### config.mk
export PLATFORM = sky130hd
export DESIGN_NAME = ulpb_lc_rx_ctrl_flat
export DESIGN_NICKNAME = d
export VERILOG_FILES = /design/src/rtl/ulpb_lc_rx_ctrl_pkg.sv /design/src/rtl/ulpb_lc_rx_ctrl_if.sv /design/src/rtl/ulpb_lc_rx_fifo.sv /design/src/rtl/ulpb_lc_rx_ctrl.sv /design/src/flat_wrapper.sv
export SDC_FILE = /design/constraint.sdc
export NUM_CORES = 1
export LEC_CHECK = 0
export ABC_AREA = 0
export ABC_CLOCK_PERIOD_IN_PS = 6600
export BUFFER_PORTS_ARGS = -buffer_cell sky130_fd_sc_hd__clkbuf_2
export CAP_MARGIN = 20
export CORE_UTILIZATION = 40
export CTS_CLUSTER_SIZE = 10
export DETAILED_ROUTE_END_ITERATION = 6
export GPL_TIMING_DRIVEN = 0
export HOLD_SLACK_MARGIN = 0.1
export PLACE_DENSITY = 0.63
export SYNTH_ARGS = -nofsm -noshare
export SYNTH_HDL_FRONTEND = slang
export SYNTH_SLANG_ARGS = --single-unit
### constraint.sdc
create_clock -name CLKIN -period 6.6 [get_ports CLKIN]
set_input_delay 1.32 -clock CLKIN [delete_from_list [all_inputs] [get_ports CLKIN]]
set_output_delay 1.32 -clock CLKIN [all_outputs]
set_load 0.01 [all_outputs]
### src/rtl/ulpb_lc_rx_ctrl_pkg.sv
// Shared widths, FSM encoding and helpers for the ULPB layer-controller RX path.
package ulpb_lc_rx_ctrl_pkg;

  localparam int unsigned ADDR_WIDTH        = 8;
  localparam int unsigned DATA_WIDTH        = 32;
  localparam int unsigned LC_REG_ADDR_WIDTH = 8;
  localparam int unsigned LC_REG_DATA_WIDTH = 24;
  localparam int unsigned LC_FUNC_WIDTH     = 4;
  localparam int unsigned CNT_WIDTH         = 8;

  // StAckHold returns to idle; StDiscAck returns to idle or keeps discarding.
  typedef enum logic [1:0] {
    StIdle,
    StAckHold,
    StDiscard,
    StDiscAck
  } rx_state_e;

  // Saturating increment for the statistics counters.
  function automatic logic [CNT_WIDTH-1:0] sat_inc(input logic [CNT_WIDTH-1:0] v);
    return (v == '1) ? v : v + CNT_WIDTH'(1);
  endfunction

endpackage

### src/rtl/ulpb_lc_rx_ctrl_if.sv
// Wrapper-side RX handshake, register-file write port and status outputs.
interface ulpb_lc_rx_ctrl_if;
  import ulpb_lc_rx_ctrl_pkg::*;

  logic [ADDR_WIDTH-1:0]        RX_ADDR;
  logic [DATA_WIDTH-1:0]        RX_DATA;
  logic                         RX_REQ;
  logic                         RX_PEND;
  logic                         RX_FAIL;
  logic                         RX_ACK;
  logic                         REG_WR_EN;
  logic [LC_REG_ADDR_WIDTH-1:0] REG_WR_ADDR;
  logic [LC_REG_DATA_WIDTH-1:0] REG_WR_DATA;
  logic                         REG_WR_READY;
  logic                         OVF;
  logic [CNT_WIDTH-1:0]         MSG_CNT;
  logic [CNT_WIDTH-1:0]         DROP_CNT;

  // Wrapper / register-file side.
  modport master (
    output RX_ADDR, RX_DATA, RX_REQ, RX_PEND, RX_FAIL, REG_WR_READY,
    input  RX_ACK, REG_WR_EN, REG_WR_ADDR, REG_WR_DATA, OVF, MSG_CNT, DROP_CNT
  );

  // Layer controller side.
  modport slave (
    input  RX_ADDR, RX_DATA, RX_REQ, RX_PEND, RX_FAIL, REG_WR_READY,
    output RX_ACK, REG_WR_EN, REG_WR_ADDR, REG_WR_DATA, OVF, MSG_CNT, DROP_CNT
  );

endinterface

### src/rtl/ulpb_lc_rx_fifo.sv
// Commit/rollback FIFO: words are pushed uncommitted, become visible to the
// reader only on commit, and vanish on rollback.
module ulpb_lc_rx_fifo #(
  parameter int unsigned DEPTH = 4,
  parameter int unsigned PTR_W = 2,
  parameter int unsigned WIDTH = 32
) (
  input  logic             clk,
  input  logic             rst,
  input  logic             push,
  input  logic [WIDTH-1:0] wdata,
  input  logic             commit,
  input  logic             rollback,
  input  logic             pop,
  output logic [WIDTH-1:0] rdata,
  output logic             full,
  output logic [PTR_W:0]   ucount,
  output logic [PTR_W:0]   ccount
);

  typedef logic [PTR_W:0] ptr_t;

  logic [WIDTH-1:0] mem [DEPTH];
  ptr_t wr_ptr_q, wr_ptr_d;
  ptr_t cm_ptr_q, cm_ptr_d;
  ptr_t rd_ptr_q, rd_ptr_d;

  assign ucount = wr_ptr_q - cm_ptr_q;
  assign ccount = cm_ptr_q - rd_ptr_q;
  assign full   = (wr_ptr_q[PTR_W] != rd_ptr_q[PTR_W]) &&
                  (wr_ptr_q[PTR_W-1:0] == rd_ptr_q[PTR_W-1:0]);
  assign rdata  = mem[rd_ptr_q[PTR_W-1:0]];

  // Pointer next-state; rollback overrides push, commit covers the word pushed this cycle.
  always_comb begin
    wr_ptr_d = wr_ptr_q;
    cm_ptr_d = cm_ptr_q;
    rd_ptr_d = rd_ptr_q;
    if (rollback) begin
      wr_ptr_d = cm_ptr_q;
    end else if (push) begin
      wr_ptr_d = wr_ptr_q + ptr_t'(1);
    end
    if (commit && !rollback) begin
      cm_ptr_d = wr_ptr_d;
    end
    if (pop) begin
      rd_ptr_d = rd_ptr_q + ptr_t'(1);
    end
  end

  // Pointer registers.
  always_ff @(posedge clk or posedge rst) begin
    if (rst) begin
      wr_ptr_q <= '0;
      cm_ptr_q <= '0;
      rd_ptr_q <= '0;
    end else begin
      wr_ptr_q <= wr_ptr_d;
      cm_ptr_q <= cm_ptr_d;
      rd_ptr_q <= rd_ptr_d;
    end
  end

  // Storage; contents are don't-care until committed, so no reset.
  always_ff @(posedge clk) begin
    if (push && !rollback) begin
      mem[wr_ptr_q[PTR_W-1:0]] <= wdata;
    end
  end

endmodule

### src/rtl/ulpb_lc_rx_ctrl.sv
// ULPB layer-controller RX path: acknowledges wrapper words, filters by
// function ID, buffers whole messages and drains them into the register file.
// Optional statistics counters are built when ULPB_LC_RX_STATS_EN is defined.
module ulpb_lc_rx_ctrl
  import ulpb_lc_rx_ctrl_pkg::*;
#(
  parameter logic [LC_FUNC_WIDTH-1:0] FUNC_ID = 4'h1,
  parameter int unsigned              DEPTH   = 4,
  parameter int unsigned              PTR_W   = 2
) (
  input  logic               CLKIN,
  input  logic               RESET,
  ulpb_lc_rx_ctrl_if.slave   bus
);

  typedef logic [PTR_W:0] ptr_t;

  rx_state_e state_q, state_d;
  logic      last_q, last_d;   // discard ends after the current ack
  logic      fail_q;
  logic      ovf_q;

  logic      rx_ack;
  logic      new_req, hit, fail_rise;
  logic      push, commit, rollback, set_ovf, drop;
  logic      wr_en;
  logic      full;
  ptr_t      ucount, ccount;
  logic [DATA_WIDTH-1:0] head;

  assign new_req   = bus.RX_REQ && !rx_ack;
  assign hit       = (bus.RX_ADDR[LC_FUNC_WIDTH-1:0] == FUNC_ID);
  assign fail_rise = bus.RX_FAIL && !fail_q;

  logic unused_addr_hi;
  assign unused_addr_hi = ^bus.RX_ADDR[ADDR_WIDTH-1:LC_FUNC_WIDTH];

  // FSM state register.
  always_ff @(posedge CLKIN or posedge RESET) begin
    if (RESET) begin
      state_q <= StIdle;
      last_q  <= 1'b0;
    end else begin
      state_q <= state_d;
      last_q  <= last_d;
    end
  end

  // FSM next state plus FIFO control; a failing bus wins over any new word.
  always_comb begin
    state_d  = state_q;
    last_d   = last_q;
    push     = 1'b0;
    commit   = 1'b0;
    rollback = 1'b0;
    set_ovf  = 1'b0;
    drop     = 1'b0;
    if (fail_rise) begin
      rollback = 1'b1;
      drop     = 1'b1;
    end
    unique case (state_q)
      StIdle: begin
        if (new_req) begin
          if (fail_rise) begin
            state_d = StDiscAck;
            last_d  = 1'b1;
          end else if (!hit) begin
            state_d = StDiscAck;
            last_d  = !bus.RX_PEND;
          end else if (ucount == ptr_t'(DEPTH)) begin
            // Message longer than the FIFO: discard everything already stored.
            rollback = 1'b1;
            set_ovf  = 1'b1;
            drop     = 1'b1;
            state_d  = StDiscAck;
            last_d   = !bus.RX_PEND;
          end else if (!full) begin
            push    = 1'b1;
            commit  = !bus.RX_PEND;
            state_d = StAckHold;
          end
          // Otherwise full with committed words: stall until the drain frees one.
        end
      end
      StAckHold: begin
        if (!bus.RX_REQ) begin
          state_d = StIdle;
        end
      end
      StDiscard: begin
        if (fail_rise) begin
          state_d = new_req ? StDiscAck : StIdle;
          last_d  = 1'b1;
        end else if (new_req) begin
          state_d = StDiscAck;
          last_d  = !bus.RX_PEND;
        end
      end
      StDiscAck: begin
        if (fail_rise) begin
          last_d = 1'b1;
        end
        if (!bus.RX_REQ) begin
          state_d = last_d ? StIdle : StDiscard;
        end
      end
      default: state_d = StIdle;
    endcase
  end

  // FSM outputs: acknowledge is purely state-decoded, so it drops with RESET.
  always_comb begin
    rx_ack = (state_q == StAckHold) || (state_q == StDiscAck);
  end

  // Fail edge detector and sticky overflow flag.
  always_ff @(posedge CLKIN or posedge RESET) begin
    if (RESET) begin
      fail_q <= 1'b0;
      ovf_q  <= 1'b0;
    end else begin
      fail_q <= bus.RX_FAIL;
      ovf_q  <= ovf_q | set_ovf;
    end
  end

  ulpb_lc_rx_fifo #(
    .DEPTH (DEPTH),
    .PTR_W (PTR_W),
    .WIDTH (DATA_WIDTH)
  ) u_fifo (
    .clk      (CLKIN),
    .rst      (RESET),
    .push     (push),
    .wdata    (bus.RX_DATA),
    .commit   (commit),
    .rollback (rollback),
    .pop      (wr_en),
    .rdata    (head),
    .full     (full),
    .ucount   (ucount),
    .ccount   (ccount)
  );

  // Drain one committed word per cycle whenever the register file is ready.
  always_comb begin
    wr_en = (ccount != '0) && bus.REG_WR_READY;
  end

  assign bus.RX_ACK      = rx_ack;
  assign bus.REG_WR_EN   = wr_en;
  assign bus.REG_WR_ADDR = wr_en ? head[DATA_WIDTH-1:LC_REG_DATA_WIDTH] : '0;
  assign bus.REG_WR_DATA = wr_en ? head[LC_REG_DATA_WIDTH-1:0] : '0;
  assign bus.OVF         = ovf_q;

`ifdef ULPB_LC_RX_STATS_EN
  logic [CNT_WIDTH-1:0] msg_cnt_q, drop_cnt_q;

  // Saturating committed / dropped message counters.
  always_ff @(posedge CLKIN or posedge RESET) begin
    if (RESET) begin
      msg_cnt_q  <= '0;
      drop_cnt_q <= '0;
    end else begin
      if (commit) msg_cnt_q <= sat_inc(msg_cnt_q);
      if (drop)   drop_cnt_q <= sat_inc(drop_cnt_q);
    end
  end

  assign bus.MSG_CNT  = msg_cnt_q;
  assign bus.DROP_CNT = drop_cnt_q;
`else
  logic unused_drop;
  assign unused_drop  = drop;
  assign bus.MSG_CNT  = '0;
  assign bus.DROP_CNT = '0;
`endif

endmodule
### src/flat_wrapper.sv
// flat-port wrapper written by rule: the top's interface ports become plain ports
module ulpb_lc_rx_ctrl_flat import ulpb_lc_rx_ctrl_pkg::*;
#(
  parameter logic [LC_FUNC_WIDTH-1:0] FUNC_ID = 4'h1,
  parameter int unsigned              DEPTH   = 4,
  parameter int unsigned              PTR_W   = 2
)
  (CLKIN, RESET, bus_RX_ADDR, bus_RX_DATA, bus_RX_REQ, bus_RX_PEND, bus_RX_FAIL, bus_REG_WR_READY, bus_RX_ACK, bus_REG_WR_EN, bus_REG_WR_ADDR, bus_REG_WR_DATA, bus_OVF, bus_MSG_CNT, bus_DROP_CNT);
  ulpb_lc_rx_ctrl_if bus_i ();
  input  logic CLKIN;
  input  logic RESET;
  input wire logic [$bits(bus_i.RX_ADDR)-1:0] bus_RX_ADDR;
  input wire logic [$bits(bus_i.RX_DATA)-1:0] bus_RX_DATA;
  input wire logic [$bits(bus_i.RX_REQ)-1:0] bus_RX_REQ;
  input wire logic [$bits(bus_i.RX_PEND)-1:0] bus_RX_PEND;
  input wire logic [$bits(bus_i.RX_FAIL)-1:0] bus_RX_FAIL;
  input wire logic [$bits(bus_i.REG_WR_READY)-1:0] bus_REG_WR_READY;
  output wire logic [$bits(bus_i.RX_ACK)-1:0] bus_RX_ACK;
  output wire logic [$bits(bus_i.REG_WR_EN)-1:0] bus_REG_WR_EN;
  output wire logic [$bits(bus_i.REG_WR_ADDR)-1:0] bus_REG_WR_ADDR;
  output wire logic [$bits(bus_i.REG_WR_DATA)-1:0] bus_REG_WR_DATA;
  output wire logic [$bits(bus_i.OVF)-1:0] bus_OVF;
  output wire logic [$bits(bus_i.MSG_CNT)-1:0] bus_MSG_CNT;
  output wire logic [$bits(bus_i.DROP_CNT)-1:0] bus_DROP_CNT;
  assign bus_i.RX_ADDR = bus_RX_ADDR;
  assign bus_i.RX_DATA = bus_RX_DATA;
  assign bus_i.RX_REQ = bus_RX_REQ;
  assign bus_i.RX_PEND = bus_RX_PEND;
  assign bus_i.RX_FAIL = bus_RX_FAIL;
  assign bus_i.REG_WR_READY = bus_REG_WR_READY;
  assign bus_RX_ACK = bus_i.RX_ACK;
  assign bus_REG_WR_EN = bus_i.REG_WR_EN;
  assign bus_REG_WR_ADDR = bus_i.REG_WR_ADDR;
  assign bus_REG_WR_DATA = bus_i.REG_WR_DATA;
  assign bus_OVF = bus_i.OVF;
  assign bus_MSG_CNT = bus_i.MSG_CNT;
  assign bus_DROP_CNT = bus_i.DROP_CNT;
  ulpb_lc_rx_ctrl #(.FUNC_ID(FUNC_ID), .DEPTH(DEPTH), .PTR_W(PTR_W)) u_core (.CLKIN(CLKIN), .RESET(RESET), .bus(bus_i));
endmodule
==> run_results.csv, run 1 <==
group,metric,value,unit
status,status,"completed",
finish,area_growth,21.67,%
floorplan,core_region_area,14150,µm²
cts,insertion_delay,420,ps
worst_hold_path,whs_path_depth,1,
power,p_switching,0.0006598,W
worst_setup_path,crit_arrival,3670,ps
worst_setup_path,r2r-start,"u_core.u_fifo.rd_ptr_q[1]",
worst_setup_path,slowest_stage,"a31oi_1",
synthesis,ys_seq_elements,142,
worst_setup_path,cpMostUsedCell,"clkbuf_1",
synthesis,yosys_most_used_dff,"edfxtp_1",
finish,n_fill_cell,1200,
timing,rsz0062_at_grt,"no",
routing,drt-total-wl,10.73,mm
cts,clockBufferDepth,2,
finish,multi_input_area,1562,µm²
synthesis,async_flop_share,9.859,%
synthesis,ys_seq_area_share,71.15,%
power,p_comb_share,25.1,%
worst_setup_path,reg2reg_to,"u_core.u_fifo.rd_ptr_q[1]",
cts,cts-resized-gates,0,
worst_hold_path,worstHoldStart,"u_core.bus.OVF",
global_route,grt_util_met1,20.18,%
synthesis,synth.distinct_cells,39,
synthesis,synthTopCellsByArea,"edfxtp_1 (65%), mux4_2 (12%), dfrtp_1 (5.9%)",
global_route,grt_pass1_wl,16.92,mm
synthesis,synth_common_cells,"edfxtp_1 (128), and2_1 (37), mux4_2 (32)",
global_route,met2_usage,24.58,%
routing,wl_per_cell,17.28,µm
worst_hold_path,min_to,"u_core.bus.OVF",
power,sequentialPowerShare,41.2,%
placed_design,io_buffer_count,76,
cts,cts.sink_count,142,
cts,cts_buffers,17,
worst_setup_path,path_max_fanout,10,
worst_setup_path,ff2ff_path_depth,8,
finish,seq_area,4194,µm²
timing,fin_crit_sh,75.63,%
routing,ant_nets,0,
worst_setup_path,path_buf_inv,5,
finish,drive_gt1_share,36.51,%
power,leakagePower,2.675,nW
timing,fin_crit,4992,ps
timing,finalClockSkew,7.267,ps
global_route,grt-busiest-layer,"met2",
finish,nets,483,
timing,setup-violations-final,0,
job,cap_violations,0,
floorplan,die_x,123.4,µm
cts,clk_pin_slew,50,ps
power,powerDensity,345.3,nW/µm²
cts,cts_tree,"done",
routing,first_pass_iters,6,
floorplan,boundaryPins,97,
cts,cts_post_setup_buffers_inserted,0,
routing,drcViolationCount,0,
synthesis,synth_area,5894,µm²
timing,setup_tns,0,ps
floorplan,rows,43,
floorplan,die_h,123.4,µm
synthesis,synth_top_area_share,65.21,%
synthesis,synth_edf_count,128,
worst_setup_path,crit_family,"buffers and inverters",
global_route,grt.total_usage,15.87,%
power,netSwitchingFraction,26.64,%
synthesis,yosys_warnings,0,
cts,htree_levels,4,
worst_setup_path,start_kind,"register",
synthesis,synth.largest_area_cell,"edfxtp_1",
global_route,met3_usage,5.673,%
finish,diodes,0,
routing,vias_per_cell,4.874,
cts,cts_hold_buf,0,
timing,fmax,200.3,MHz
placed_design,place.gp.congestion,0.7750,
worst_setup_path,max_stage_delay,620,ps
timing,fin_hold_ws,464.0,ps
worst_setup_path,r2r_slack,3620,ps
synthesis,synth_most_common_cell,"edfxtp_1",
worst_setup_path,worst-path-stages,10,
worst_setup_path,crit_required,5280,ps
worst_hold_path,hold_path_class,"reg -> reg",
global_route,grt_max_degree,24,
timing,slew_viol_final,0,
routing,num_vias,3027,
global_route,first_global_vias,3074,
power,power_frac_clock,33.7,%
cts,root_buffer,"clkbuf_16",
synthesis,syn_area_per_cell,18.77,µm²
global_route,antenna_found_initial,0,
timing,slew_headroom,40.65,%
power,max-vdd-ir-drop,0.1754,mV
power,finalPower,0.002477,W
timing,finalHoldViolations,0,
worst_setup_path,criticalPathCategory,"reg -> out",
placed_design,dpl.hpwl,7.024,mm
floorplan,die_area,15230,µm²
routing,drt-initial-drc-count,111,
synthesis,netlist_instances,314,
worst_setup_path,crit_chain,"clkbuf_1 -> clkbuf_1 -> inv_1 -> ha_1 -> nor2b_1 -> xnor2_1 -> a31oi_1 -> clkbuf_1 -> and2_1 -> clkbuf_2",
global_route,grt.overflow.total,0,
floorplan,initial_core_util,41.66,%
power,intPower,0.001817,W
timing,worstMarginPinSlew,890.3,ps
worst_setup_path,end_kind,"output pin",
-- power by group through the flow --
| stage | clock network (W) | registers (W) | logic, W |
|---|---|---|---|
| 2_1_floorplan | 0 | 0.00103 | 0.000444 |
| 3_3_place_gp | 0 | 0.00104 | 0.000629 |
| 3_5_place_dp | 0 | 0.00104 | 0.000638 |
| 4_1_cts | 0.000857 | 0.00102 | 0.000642 |
| 5_1_grt | 0.000895 | 0.00102 | 0.000689 |
| 6_report | 0.000836 | 0.00102 | 0.000622 |
-- layout by cell type, fill, tap and decap left out, types with 2 or more instances in the layout --
cell	synthesis	layout
dfrtp_1	14	14
nor2_1	4	4
mux4_2	32	32
and2_1	37	33
o21ai_0	4	4
a31oi_1	2	2
o211ai_1	2	2
conb_1	1	16
nand2_1	3	3
clkbuf_16	0	17
buf_16	0	2
clkinv_2	0	3
edfxtp_1	128	128
clkbuf_2	0	76
nor2b_1	5	5
clkbuf_1	9	13
mux2i_1	4	4
buf_12	0	2
xnor2_1	4	4
mux2_1	2	2
clkinv_1	0	6
xor2_1	6	6
buf_4	16	16
ha_1	9	9
buf_1	3	3
nand2b_1	3	3
inv_1	8	8
and2_2	0	4
-- worst max path at each step --
stage                               from                 endpoint  slack (ps)
2_1_floorplan             bus_RX_ADDR[1]  u_core.u_fifo.mem[0][0]        2940
3_3_place_gp   u_core.u_fifo.rd_ptr_q[1]       bus_REG_WR_ADDR[5]        2020
3_5_place_dp   u_core.u_fifo.rd_ptr_q[1]      bus_REG_WR_DATA[21]        1920
4_1_cts        u_core.u_fifo.rd_ptr_q[1]       bus_REG_WR_ADDR[5]        1450
5_1_grt        u_core.u_fifo.rd_ptr_q[1]       bus_REG_WR_ADDR[5]        1270
6_report       u_core.u_fifo.rd_ptr_q[1]      bus_REG_WR_DATA[11]        1610
-- metrics by stage --
step | instance area, µm² | utilization (%) | instances | setup slack [ps]
finish | 7172 | 50.69 | 621 | 1608
global route | 7172 | 50.69 | 621 | 1269
CTS | 7172 | 50.69 | 621 | 1448
detailed placement | 6656 | 47.04 | 589 | 1917
global placement | 6556 | 46.33 | 585 | 2019
floorplan | 5951 | - | 329 | 2937
-- kinds of logic (layout without fill, tap and decap cells) --
logic type               Yosys count  count (layout)  synth area share [%]
flip-flops                       142             142                 71.15
AND/OR/NAND/NOR                   60              60                 6.432
multiplexers                      39              39                 13.48
buffers and inverters             37             149                 3.396
AO/OA/AOI/OAI                     16              16                 2.080
XOR/XNOR                          10              10                 1.486
adder cells (fa/ha/maj)            9               9                 1.910
other                              1              16               0.06362
-- final cells by class --
| class | instances | area share (%) |
|---|---|---|
| Clock buffer | 21 | 6.141 |
| Inverter | 8 | 0.4187 |
| Sequential cell | 142 | 58.48 |
| Timing Repair Buffer | 80 | 6.629 |
| Multi-Input combinational cell | 150 | 21.77 |
| Tap cell | 180 | 3.140 |
| Clock inverter | 11 | 1.047 |
| Buffer | 29 | 2.373 |
-- per-layer routing --
metal	vias to the layer above	part of all wire [%]
met4	0	1.7
li1	1410	-
met1	1521	44
met2	82	48
met5	-	0
met3	14	6.1
-- flip-flops by register name, summed over array words and instances, names as in the netlist --
name / count
u_core.u_fifo.wr_ptr_q: 3
u_core.state_q: 2
u_core.u_fifo.mem: 128
u_core.u_fifo.cm_ptr_q: 3
u_core.fail_q: 1
u_core.last_q: 1
u_core.bus.OVF: 1
u_core.u_fifo.rd_ptr_q: 3
No activity file was read; power rests on OpenSTA's default activity.
==> run 2, diff against run 1 <==
Settings changed: ABC_CLOCK_PERIOD_IN_PS 6600 to 4030, PLACE_DENSITY 0.63 to 0.65.
Clock period 6.6 ns to 4.03 ns, I/O delays scaled along.
==> run 2 against run 1 <==
  * Clock power increased by 79%
  * Combinational power is 66% higher
  * Clock skew up 2.2 ps
  * Register-to-register slack got worse by 2600 ps
==> run_results.csv, run 2 (same netlist as run 1, synthesis figures left out) <==
group,metric,value,unit
cts,root_buffer,"clkbuf_16",
global_route,first_global_vias,3022,
power,max-vdd-ir-drop,0.3845,mV
floorplan,initial_core_util,41.66,%
worst_setup_path,criticalPathCategory,"reg -> out",
placed_design,dp_cells,586,
timing,setup-violations-final,0,
worst_setup_path,crit_required,3220,ps
finish,diodes,0,
placed_design,postPlaceCellArea,6581,µm²
cts,insertion_delay,410,ps
floorplan,die_area,15230,µm²
timing,finalHoldViolations,0,
worst_setup_path,r2r_slack,1010,ps
timing,fin_crit,3774,ps
floorplan,core_region_area,14150,µm²
finish,area_growth,21.69,%
timing,worstMarginPinSlew,946.7,ps
finish,layout_common_cells,"edfxtp_1 (128), clkbuf_2 (80), and2_1 (33)",
routing,ant_nets,0,
timing,rsz0062_at_grt,"no",
worst_hold_path,hold_path_class,"in -> async",
floorplan,rows,43,
routing,num_vias,3031,
routing,wl_per_cell,16.95,µm
cts,htree_levels,4,
placed_design,dpl.hpwl,6.494,mm
timing,fin_hold_ws,427.1,ps
global_route,grt_pass1_wl,15.97,mm
finish,drive_gt1_share,39.04,%
global_route,antenna_found_initial,0,
routing,drcViolationCount,0,
cts,cts_buffers,17,
worst_setup_path,crit_arrival,2970,ps
global_route,grt.overflow.total,0,
cts,cts_tree,"done",
worst_setup_path,reg2reg_to,"u_core.u_fifo.mem[1][11]",
global_route,grt.total_usage,14.93,%
cts,clockBufferDepth,2,
finish,final_common_cell,"edfxtp_1",
placed_design,place.gp.congestion,0.7540,
worst_setup_path,path_max_fanout,10,
floorplan,die_h,123.4,µm
worst_setup_path,r2r-start,"u_core.u_fifo.wr_ptr_q[0]",
status,status,"completed",
worst_setup_path,start_kind,"register",
worst_setup_path,end_kind,"output pin",
routing,drt-total-wl,10.48,mm
power,powerDensity,585.1,nW/µm²
timing,slew_headroom,36.89,%
finish,stdcell_count,618,
floorplan,boundaryPins,97,
power,leakagePower,2.674,nW
job,cap_violations,0,
timing,fin_crit_sh,93.65,%
worst_setup_path,ff2ff_path_depth,7,
placed_design,io_buffer_count,76,
routing,vias_per_cell,4.905,
global_route,grt_max_degree,33,
finish,nets,480,
routing,first_pass_iters,4,
timing,fmax,265.0,MHz
timing,finalClockSkew,9.498,ps
routing,drt-initial-drc-count,115,
floorplan,die_x,123.4,µm
cts,clk_pin_slew,60,ps
finish,largest_reg_flops,128,
timing,slew_viol_final,0,
cts,cts.sink_count,142,
finish,final_cell_area,7173,µm²
==> run 2: changes by cell type in the layout (fill, tap and decap cells not counted), moves of 2 or more <==
cell        delta
buf_16         -2
clkbuf_1       -7
clkbuf_2       +4
clkinv_1       -5
clkinvlp_4     +4
inv_6          +2
==> run 2: where the power goes <==
group	total, W	internal (W)	switching [W]	leakage, nW
clock network	0.00150	0.000908	0.000591	0.266
registers	0.00167	0.00164	0.0000308	1.32
logic	0.00103	0.000516	0.000515	1.09
total	0.00420	0.00306	0.00114	2.67
==> run 2: stage by stage <==
stage	total power, W	setup TNS (ps)	setup slack, ps	util [%]
finish	0.004197	0	255.8	50.69
global placement	0.002717	-22.44	-2.055	46.33
CTS	0.004244	0	71.72	50.63
global route	0.004391	0	9.385	50.69
detailed placement	0.002733	-30.34	-16.98	46.51
floorplan	0.002418	0	881.3	-
==> run 2: routing by layer <==
layer	up-vias	GRT usage, %	wire [µm]
met5	-	0	0
met4	0	4.744	98
met3	9	5.304	603
met2	85	24.20	5060
met1	1525	18.75	4714
li1	1412	-	-
==> run 2: how the worst max path moves through the flow <==
| stage | start | end |
|---|---|---|
| after detailed placement | u_core.u_fifo.rd_ptr_q[1] | bus_REG_WR_DATA[7] |
| after CTS | u_core.u_fifo.rd_ptr_q[1] | bus_REG_WR_DATA[7] |
| after floorplan | bus_RX_ADDR[1] | u_core.u_fifo.mem[0][0] |
| after global routing | u_core.u_fifo.rd_ptr_q[1] | bus_REG_WR_DATA[1] |
| final | u_core.u_fifo.rd_ptr_q[1] | bus_REG_WR_DATA[7] |
| after global placement | bus_RX_ADDR[1] | u_core.u_fifo.mem[0][28] |
==> run 2: final cells by class <==
| type | count | area [µm²] |
|---|---|---|
| multi-input combinational | 150 | 1577 |
| tap | 180 | 225.2 |
| buffer | 29 | 175.2 |
| fill | 1189 | 6977 |
| timing repair buffer | 77 | 400.4 |
| clock inverter | 14 | 142.6 |
| clock buffer | 18 | 429.2 |
| inverter | 8 | 30.03 |
| sequential | 142 | 4194 |
==> run 2: timing repair <==
action	in CTS	in global routing
hold buffers	0	0
gates resized for setup	5	1
endpoints found under the setup margin	33	29
buffers inserted	0	0
==> run 2: critical path, cell delays in order, from the launching register on <==
cell and delay, ps:
dfrtp_1 340, clkbuf_1 360, clkbuf_2 370, inv_1 80
ha_1 180, nor2b_1 130, xnor2_1 120, a31oi_4 330
clkbuf_2 290, and2_1 210, clkbuf_2 150
==> run 3, diff against run 2 <==
Settings changed: CORE_MARGIN from default to 2, MAX_ROUTING_LAYER from default to met4.
==> run 3 against run 2 <==
  * Clock-buffer cell count rose by 1
  * Hold slack got worse by 6.1 ps
  * Sequential share of layout area fell by 0.36 points
  * Via count fell by 1.8%
  * Critical endpoint is now bus_REG_WR_DATA[13]
  * Largest cell class unchanged
  * Largest power group unchanged
==> run_results.csv, run 3 (same netlist as run 1, synthesis figures left out) <==
group,metric,value,unit
worst_setup_path,crit_chain,"clkbuf_2 -> inv_1 -> ha_1 -> nor2b_1 -> xnor2_1 -> a31oi_4 -> clkbuf_2 -> and2_1 -> clkbuf_2",
power,power_frac_clock,35.2,%
timing,finalHoldViolations,0,
cts,cts_buffers,17,
timing,worstMarginPinSlew,919.9,ps
status,status,"completed",
cts,insertion_delay,410,ps
routing,vias_per_cell,4.778,
worst_setup_path,path_buf_inv,4,
floorplan,initial_core_util,40.71,%
cts,clockBufferDepth,2,
power,intPower,0.003051,W
worst_hold_path,hold_path_class,"in -> async",
worst_setup_path,crit_family,"buffers and inverters",
placed_design,dpl.hpwl,6.927,mm
timing,rsz0062_at_grt,"no",
worst_setup_path,cpMostUsedCell,"clkbuf_2",
timing,slew_viol_final,0,
floorplan,core_region_area,14480,µm²
worst_setup_path,criticalPathCategory,"reg -> out",
finish,final_common_cell,"edfxtp_1",
finish,area_growth,22.46,%
job,cap_violations,0,
worst_setup_path,slowest_stage,"dfrtp_1",
global_route,grt_max_degree,28,
placed_design,place_ws,-88.27,ps
worst_setup_path,crit_required,3220,ps
global_route,first_global_vias,3215,
power,sequentialPowerShare,40.5,%
floorplan,die_x,125.4,µm
global_route,grt.total_usage,15.24,%
cts,clk_pin_slew,60,ps
timing,fin_crit,3629,ps
timing,setup_tns,0,ps
finish,drive_gt1_share,39.18,%
routing,drcViolationCount,0,
finish,n_fill_cell,1203,
worst_setup_path,end_kind,"output pin",
worst_setup_path,crit_arrival,2820,ps
placed_design,io_buffer_count,76,
timing,setup-violations-final,0,
floorplan,boundaryPins,97,
power,max-vdd-ir-drop,0.4187,mV
finish,diodes,0,
cts,cts.sink_count,142,
global_route,grt_pass1_wl,17.33,mm
finish,layout_common_cells,"edfxtp_1 (128), clkbuf_2 (80), and2_1 (33)",
power,p_switching,0.001099,W
power,p_comb_share,24.2,%
timing,finalClockSkew,6.815,ps
timing,slew_headroom,38.67,%
floorplan,rows,44,
routing,drt-total-wl,10.67,mm
timing,worst_slack,400.7,ps
floorplan,die_h,125.4,µm
timing,fin_crit_sh,90.06,%
finish,largest_reg_flops,128,
cts,cts_hold_buf,0,
cts,root_buffer,"clkbuf_16",
global_route,grt.overflow.total,0,
cts,htree_levels,4,
placed_design,place.gp.congestion,0.7747,
finish,nets,482,
routing,drt-initial-drc-count,173,
worst_setup_path,start_kind,"register",
power,netSwitchingFraction,26.49,%
global_route,antenna_found_initial,0,
timing,fmax,275.5,MHz
worst_setup_path,max_stage_delay,580,ps
routing,ant_nets,0,
power,leakagePower,2.705,nW
floorplan,die_area,15720,µm²
routing,first_pass_iters,4,
worst_setup_path,path_max_fanout,10,
routing,wl_per_cell,17.12,µm
power,powerDensity,575.0,nW/µm²
routing,num_vias,2977,
cts,cts_tree,"done",
## run 3: cell count changes in the layout (fill, tap and decap cells not counted)
cell        before  now
buf_12           1    4
clkinv_2         3    5
clkinv_4         1    3
clkinvlp_4       5    1
inv_6            2    0
## run 3: power by group through the flow
stage	Sequential, W	Clock, W	Combinational [W]
after floorplan	0.00169	0	0.000728
after global placement	0.00170	0	0.00103
after detailed placement	0.00170	0	0.00103
after CTS	0.00168	0.00150	0.00102
after global routing	0.00169	0.00156	0.00112
final	0.00168	0.00146	0.00101
## run 3: worst paths after layout
kind | startpoint | to | slack [ps] | cells after the start
min in group CLKIN | u_core.bus.OVF | u_core.bus.OVF | 470 | 1
max reg2reg | u_core.u_fifo.wr_ptr_q[0] | u_core.u_fifo.mem[3][11] | 1210 | 8
min reg2reg | u_core.bus.OVF | u_core.bus.OVF | 470 | 1
max in group asynchronous | RESET | u_core.u_fifo.cm_ptr_q[0] | 3240 | 2
max | u_core.u_fifo.rd_ptr_q[1] | bus_REG_WR_DATA[13] | 400 | 9
min | RESET | u_core.bus.OVF | 420 | 2
## run 3: layout make-up
cell class | instances | area, µm² | area share (%)
clock inverter | 12 | 122.6 | 1.699
clock buffer | 19 | 432.9 | 5.998
timing repair buffer | 80 | 460.4 | 6.379
inverter | 8 | 30.03 | 0.4160
multi-input combinational | 150 | 1577 | 21.84
tap | 184 | 230.2 | 3.189
buffer | 28 | 171.4 | 2.375
sequential | 142 | 4194 | 58.10
## run 3: through the flow
stage | utilization [%] | power [W] | area (µm²) | std cells | hold WS (ps)
detailed placement | 45.90 | 0.002729 | 6646 | 593 | 453.4
global route | 49.85 | 0.004373 | 7218 | 623 | 480.5
finish | 49.85 | 0.004151 | 7218 | 623 | 420.9
floorplan | - | 0.002418 | 5951 | 329 | 483.7
global placement | 45.32 | 0.002722 | 6561 | 589 | 453.5
CTS | 49.78 | 0.004206 | 7208 | 623 | 425.2
## run 3: per-layer routing
layer,track usage [%],vias up,share of wire (%)
li1,-,1417,-
met1,18.91,1469,44
met2,23.11,79,49
met3,5.135,12,5.8
met4,6.275,0,1.4
met5,-,-,0
## run 3: what timing repair did
item                                    CTS  global route
gates resized for setup                   4             3
setup buffers                             0             0
endpoints found under the setup margin   33            28
